### src/rtl/register_file.sv
// -----------------------------------------------------------------------------
// register_file
//
// Multi-entry register file for the 8-bit CPU datapath. One write port and
// two independent registered read ports feeding ALU operands A and B.
//
// Storage follows the single-register semantics: asynchronous clear, and a
// load on the rising clock edge only when we=1. Reads are synchronous, with
// one cycle of latency and a per-port valid flag. A read and a write to the
// same address on the same edge return the new write data (write-first bypass).
//
// Optional build macro:
//   REGFILE_ZERO_REG_EN - entry 0 is hard-wired to zero. Writes to address 0
//                         are dropped, and reads of address 0 return 0 even
//                         when a write to address 0 lands on the same edge.
//
// Ports:
//   clk       in   1       clock, all state updates on the rising edge
//   rst       in   1       asynchronous active-high reset
//   we        in   1       write enable
//   waddr     in   ADDR_W  write address
//   wdata     in   WIDTH   write data
//   re_a      in   1       read request, port A
//   raddr_a   in   ADDR_W  read address, port A
//   rdata_a   out  WIDTH   registered read data, port A
//   rvalid_a  out  1       rdata_a was loaded by a read on the previous edge
//   re_b      in   1       read request, port B
//   raddr_b   in   ADDR_W  read address, port B
//   rdata_b   out  WIDTH   registered read data, port B
//   rvalid_b  out  1       rdata_b was loaded by a read on the previous edge
// -----------------------------------------------------------------------------
module register_file #(
    parameter int WIDTH  = 8,
    parameter int ADDR_W = 3
) (
    input  logic              clk,
    input  logic              rst,
    input  logic              we,
    input  logic [ADDR_W-1:0] waddr,
    input  logic [WIDTH-1:0]  wdata,
    input  logic              re_a,
    input  logic [ADDR_W-1:0] raddr_a,
    output logic [WIDTH-1:0]  rdata_a,
    output logic              rvalid_a,
    input  logic              re_b,
    input  logic [ADDR_W-1:0] raddr_b,
    output logic [WIDTH-1:0]  rdata_b,
    output logic              rvalid_b
);

    localparam int NUM_REGS = 2**ADDR_W;

    logic [WIDTH-1:0] mem [NUM_REGS];

    logic [WIDTH-1:0] rd_a_p1;
    logic [WIDTH-1:0] rd_b_p1;
    logic             vld_a_p1;
    logic             vld_b_p1;

    // True when the given address is the hard-wired zero entry.
    function automatic logic is_zero_entry(input logic [ADDR_W-1:0] addr);
`ifdef REGFILE_ZERO_REG_EN
        return (addr == '0);
`else
        return 1'b0;
`endif
    endfunction

    // Write-first read: a same-edge write to the same address wins over the
    // stored value. The zero entry always reads 0 and never bypasses.
    function automatic logic [WIDTH-1:0] read_entry(input logic [ADDR_W-1:0] addr);
        if (is_zero_entry(addr))
            return '0;
        else if (we && (waddr == addr))
            return wdata;
        else
            return mem[addr];
    endfunction

    logic wr_en;
    assign wr_en = we && !is_zero_entry(waddr);

    // Stage p0 -> p1: storage update and registered read of both ports.
    always_ff @(posedge clk or posedge rst) begin
        if (rst) begin
            for (int i = 0; i < NUM_REGS; i++) begin
                mem[i] <= '0;
            end
            rd_a_p1  <= '0;
            rd_b_p1  <= '0;
            vld_a_p1 <= 1'b0;
            vld_b_p1 <= 1'b0;
        end else begin
            if (wr_en) begin
                mem[waddr] <= wdata;
            end
            if (re_a) begin
                rd_a_p1 <= read_entry(raddr_a);
            end
            if (re_b) begin
                rd_b_p1 <= read_entry(raddr_b);
            end
            vld_a_p1 <= re_a;
            vld_b_p1 <= re_b;
        end
    end

    assign rdata_a  = rd_a_p1;
    assign rvalid_a = vld_a_p1;
    assign rdata_b  = rd_b_p1;
    assign rvalid_b = vld_b_p1;

endmodule

### config.mk
export PLATFORM = sky130hd
export DESIGN_NAME = register_file
export DESIGN_NICKNAME = d
export VERILOG_FILES = /design/src/rtl/register_file.sv
export SDC_FILE = /design/constraint.sdc
export NUM_CORES = 1
export LEC_CHECK = 0
export CAP_MARGIN = 20
export CELL_PAD_IN_SITES_DETAIL_PLACEMENT = 2
export CELL_PAD_IN_SITES_GLOBAL_PLACEMENT = 2
export CORE_MARGIN = 4
export CORE_UTILIZATION = 40
export DETAILED_ROUTE_END_ITERATION = 10
export PLACE_DENSITY_LB_ADDON = 0.1
export SKIP_CTS_REPAIR_TIMING = 1
export SYNTH_ARGS = -nofsm -noshare
export SYNTH_HDL_FRONTEND = slang
export SYNTH_SLANG_ARGS = --single-unit
### constraint.sdc
create_clock -name clk -period 3.7 [get_ports clk]
set_input_delay 1.11 -clock clk [delete_from_list [all_inputs] [get_ports clk]]
set_output_delay 1.11 -clock clk [all_outputs]
set_load 0.01 [all_outputs]
### Word-level counts from Yosys, hierarchy flattened

Cells that the tools add are included.

* bits in registers: 82
* bits of input ports: 22
* output and inout bits: 18
* logic and storage cells: 35

* $lt $le $gt $ge: 4
* eq/ne operators: 2
* mux-type cells: 11
* bitwise gates (word level): 3
* reduce and logical (&&, ||, !) cells: 3

Operators with widths (number)
* 64-bit bitwise mux: 1
* 8-bit two-way mux: 7
* 8-bit binary-select mux with 3-bit select: 2
* 8-bit demux with 3-bit select: 1
* 4-bit >= comparator (second input constant): 3
* 3-bit inverter with 4-bit output: 3
* 3-bit == test: 2
* 4-bit by 1-bit < comparator with 1-bit output (second input constant): 1
* 1-bit logical AND: 3

### Depth between registers and ports, before layout

* depth after elaboration: 6
* mapped depth: 5
* gate-level depth less buffers: 3

### Least setup slack after synthesis

Ideal clock, no wire load.

* path kind: input port to flip-flop
* start: in raddr_a[0]
* end: reg rd_a_p1[1], in the netlist rdata_a[1]
* setup time: 0.126 ns
* data arrival time: 2.286 ns
* data required time: 3.574 ns
* path slack: 1.288 ns
* stages: 4
* path buffers: 1
* cells stage by stage: buf_6 -> mux4_1 -> mux2_2 -> a221o_1

* cells in the longest elaborated chain, start to end: 5
* elaborated cells on any way between the ends: 7
* classes of those cells: eq/ne (1); mux (4); bitwise (1); reduce/logical (1)

Ends and longest elaborated chain
* from (decl): line 42 `input logic [ADDR_W-1:0] raddr_a,`
* 3-bit inverter with 4-bit output (not written as such): line 77 `return mem[addr];`
* 8-bit binary-select mux with 3-bit select: line 77
* 8-bit two-way mux (not written as such) (2 in series): line 77
* 8-bit two-way mux (*): line 74 `else if (we && (waddr == addr))`
* to (signal assigned): line 98 `rd_a_p1 <= read_entry(raddr_a);`
* to (decl): line 55 `logic [WIDTH-1:0] rd_a_p1;`

Every way passes the cells marked *; elsewhere a longest branch is shown, timed or not. The select of a mux whose other input is x is not followed.
A chain may end at the register's enable or synchronous reset.

### Worst setup path after layout

* start: in raddr_a[0]
* end: reg rd_a_p1[2], in the netlist rdata_a[2]

The elaborated chain is that of the path after synthesis.

==> flow_metrics.py <==
metrics = {
    "run_status": {
        "run_status": "completed",
    },
    "floorplan": {
        "dieArea_sq_mm": 0.0122,
        "dieWidth_um": 110,
        "start_util": 0.408,
        "ios": 40,
        "rows": 37,
        "core_area_sq_mm": 0.0103,
        "die_h_um": 110,
    },
    "timing": {
        "tightest_slew_ns": 0.659,
        "max_freq_ghz": 0.341,
        "rsz0062_at_grt": "no",
        "hold_viol_final": 0,
        "slew_violations": 0,
        "setup-violations-final": 0,
        "tns_ns": 0,
        "fin_crit_sh": 0.792,
        "period_minus_slack_ns": 2.93,
        "clock_skew_ns": 0.00520,
        "maxSlewHeadroom": 0.560,
    },
    "setup_path": {
        "cp.arrival_ns": 3.19,
        "cpMostUsedCell": "buf_4",
        "path_max_fanout": 9,
        "critPathLaunch": "raddr_a[0]",
        "critPathKind": "in2reg",
        "r2r_slack_ns": 2.06,
        "max_stage_delay_ns": 0.80,
        "critPathLaunchType": "input port",
        "worstPathRequired_ns": 3.96,
        "cp_cell_sequence": "clkdlybuf4s50_1 -> buf_4 -> xnor2_1 -> a41oi_1 -> buf_4 -> a221oi_1",
        "r2r-start": "mem[37]$_DFFE_PP0P_",
        "cpMaxStageDelayCell": "clkdlybuf4s50_1",
        "cp-end-kind": "flop",
    },
    "place": {
        "dpl.hpwl_um": 9030,
        "place.gp.congestion": 0.799,
        "io_buffers": 39,
        "place_area_sq_mm": 0.00484,
    },
    "yosys": {
        "synth.net_count": 331,
        "synth_ff_type": "dfrtp_1",
        "yosys-top-cells-count": "dfrtp_1 (82), mux2_2 (41), nand2_1 (31)",
        "synth.cell_area_sq_mm": 0.00420,
        "ys_warn_count": 0,
        "syn_avg_cell_area_sq_um": 13.6,
        "async_flop_share": 1.00,
        "synth.area.top_cells": "dfrtp_1 (49%), mux2_2 (11%), mux4_2 (11%)",
        "synth_cells": 309,
        "yosysTopAreaCell": "dfrtp_1",
        "synth.most_common_cell": "dfrtp_1",
        "synth_top_area_share": 0.489,
        "synth_cell_types": 25,
        "synth_edf_count": 0,
        "yosysSeqAreaShare": 0.489,
        "ys_seq_elements": 82,
    },
    "clocking": {
        "clk_pin_slew_ns": 0.08,
        "insertion_delay_ns": 0.38,
        "cts_tree": "done",
        "htreeDepth": 3,
        "cts_root_buf": "clkbuf_8",
        "numCtsBuffers": 9,
        "cts_sinks": 82,
        "clockBufferDepth": 2,
    },
    "pwr": {
        "power_leakage_nw": 2.16,
        "power.density_mw_per_mm2": 523,
        "vdd_drop_max_uv": 311,
    },
    "global_route": {
        "grt-ovfl-total": 0,
        "antenna_found_initial": 0,
        "grt_pass1_vias": 3271,
        "grt_pass1_wl_um": 20000,
        "grt_usage": 0.217,
        "grt_max_degree": 38,
    },
    "layout": {
        "utilization": 0.495,
        "design_area_sq_mm": 0.00508,
        "diodes": 0,
        "n_fill_cell": 1019,
        "areaGrowthSynthToFinish_pct": 21.1,
        "nets": 385,
        "drive_gt1_frac": 0.296,
    },
    "route": {
        "via_per_inst": 5.71,
        "drc_errors": 0,
        "postRouteAntennaNets": 0,
        "drtIter0Drc": 125,
        "routedWlPerCell_um": 24.6,
        "wirelength_um": 12400,
        "num_vias": 2880,
        "first_pass_iters": 4,
    },
    "hold_path": {
        "hold_start": "mem[33]$_DFFE_PP0P_",
        "hold_class": "reg2reg",
    },
    "run": {
        "maxCapViolations": 0,
    },
}
-- metrics by stage --
step | total power [W] | hold WS, ns | worst slack, ns | instances
2_1_floorplan | 0.00161 | 0.458 | 0.482 | 309
3_3_place_gp | 0.00184 | 0.478 | 0.452 | 488
3_5_place_dp | 0.00189 | 0.489 | 0.363 | 488
4_1_cts | 0.00269 | 0.510 | 0.772 | 504
5_1_grt | 0.00281 | 0.553 | 0.612 | 504
6_report | 0.00266 | 0.513 | 0.770 | 504
-- worst max-delay path, delay by kind of cell --
family,cells,cell delay (ns)
buf+inv,3,1.34
compound gates,2,0.56
xor+xnor,1,0.17
-- final timing paths --
check	end	cells after the start
max	rdata_a[2]$_DFFE_PP0P_	6
min	mem[33]$_DFFE_PP0P_	2
max reg2reg	rdata_a[5]$_DFFE_PP0P_	3
min reg2reg	mem[33]$_DFFE_PP0P_	2
max in group asynchronous	rvalid_a$_DFF_PP0_	3
min in group asynchronous	rdata_a[4]$_DFFE_PP0P_	2
-- kinds of logic (layout without fill, tap and decap cells) --
kind of cell,count (synthesis),after routing,synth area share
flip-flops,82,82,0.489
buffers and inverters,33,92,0.0379
XOR/XNOR,6,6,0.0125
AND/OR/NAND/NOR,58,58,0.0697
AO/OA/AOI/OAI,46,46,0.0724
multiplexers,84,84,0.319
-- cell type report --
type | count | area, sq um | area share
Clock buffer | 9 | 124 | 0.0244
Clock inverter | 7 | 118 | 0.0231
Inverter | 10 | 38.8 | 0.00763
Multi-Input combinational cell | 194 | 1990 | 0.391
Sequential cell | 82 | 2050 | 0.404
Tap cell | 136 | 170 | 0.0335
Timing Repair Buffer | 66 | 593 | 0.117
-- layer usage --
metal | GRT usage | vias to the layer above | routed length (um)
li1 | - | 1277 | -
met1 | 0.268 | 1490 | 5140
met2 | 0.365 | 88 | 6250
met3 | 0.0619 | 25 | 616
met4 | 0.0764 | 0 | 378
met5 | 0 | - | 0
-- state kept, by name, summed over array words and instances (netlist names) --
register,flops
rdata_b,8
rvalid_b,1
mem,64
rvalid_a,1
rdata_a,8
-- layout by cell type (no fill, tap or decap) --
cell type        Yosys  routed
dfrtp_1             82      82
mux2_2              41      41
clkdlybuf4s50_1      0      39
nand2_1             31      31
o21ai_0             28      28
buf_4                2      27
mux4_2              20      20
mux4_1              12      12
mux2i_1             11      11
nor2_1              11      11
a221oi_1            11      11
inv_1               10       9
clkbuf_8             0       9
xnor2_1              6       6
nor2b_1              5       5
a221o_1              5       5
nand4b_1             3       3
clkinvlp_4           0       3
bufinv_16            0       3
a41oi_1              2       2
and4b_1              2       2
nor3b_2              2       2
clkinv_2             0       2
nor3_2               2       2
nand4_1              1       1
nand2b_1             1       1
-- power breakdown --
| group | switching (W) | internal (W) | total, W | leakage (nW) |
|---|---|---|---|---|
| sequential | 0.000144 | 0.00108 | 0.00123 | 0.998 |
| combinational | 0.000252 | 0.000382 | 0.000633 | 1.06 |
| clock | 0.000351 | 0.000446 | 0.000797 | 0.111 |
No activity file was read; power rests on OpenSTA's default activity.
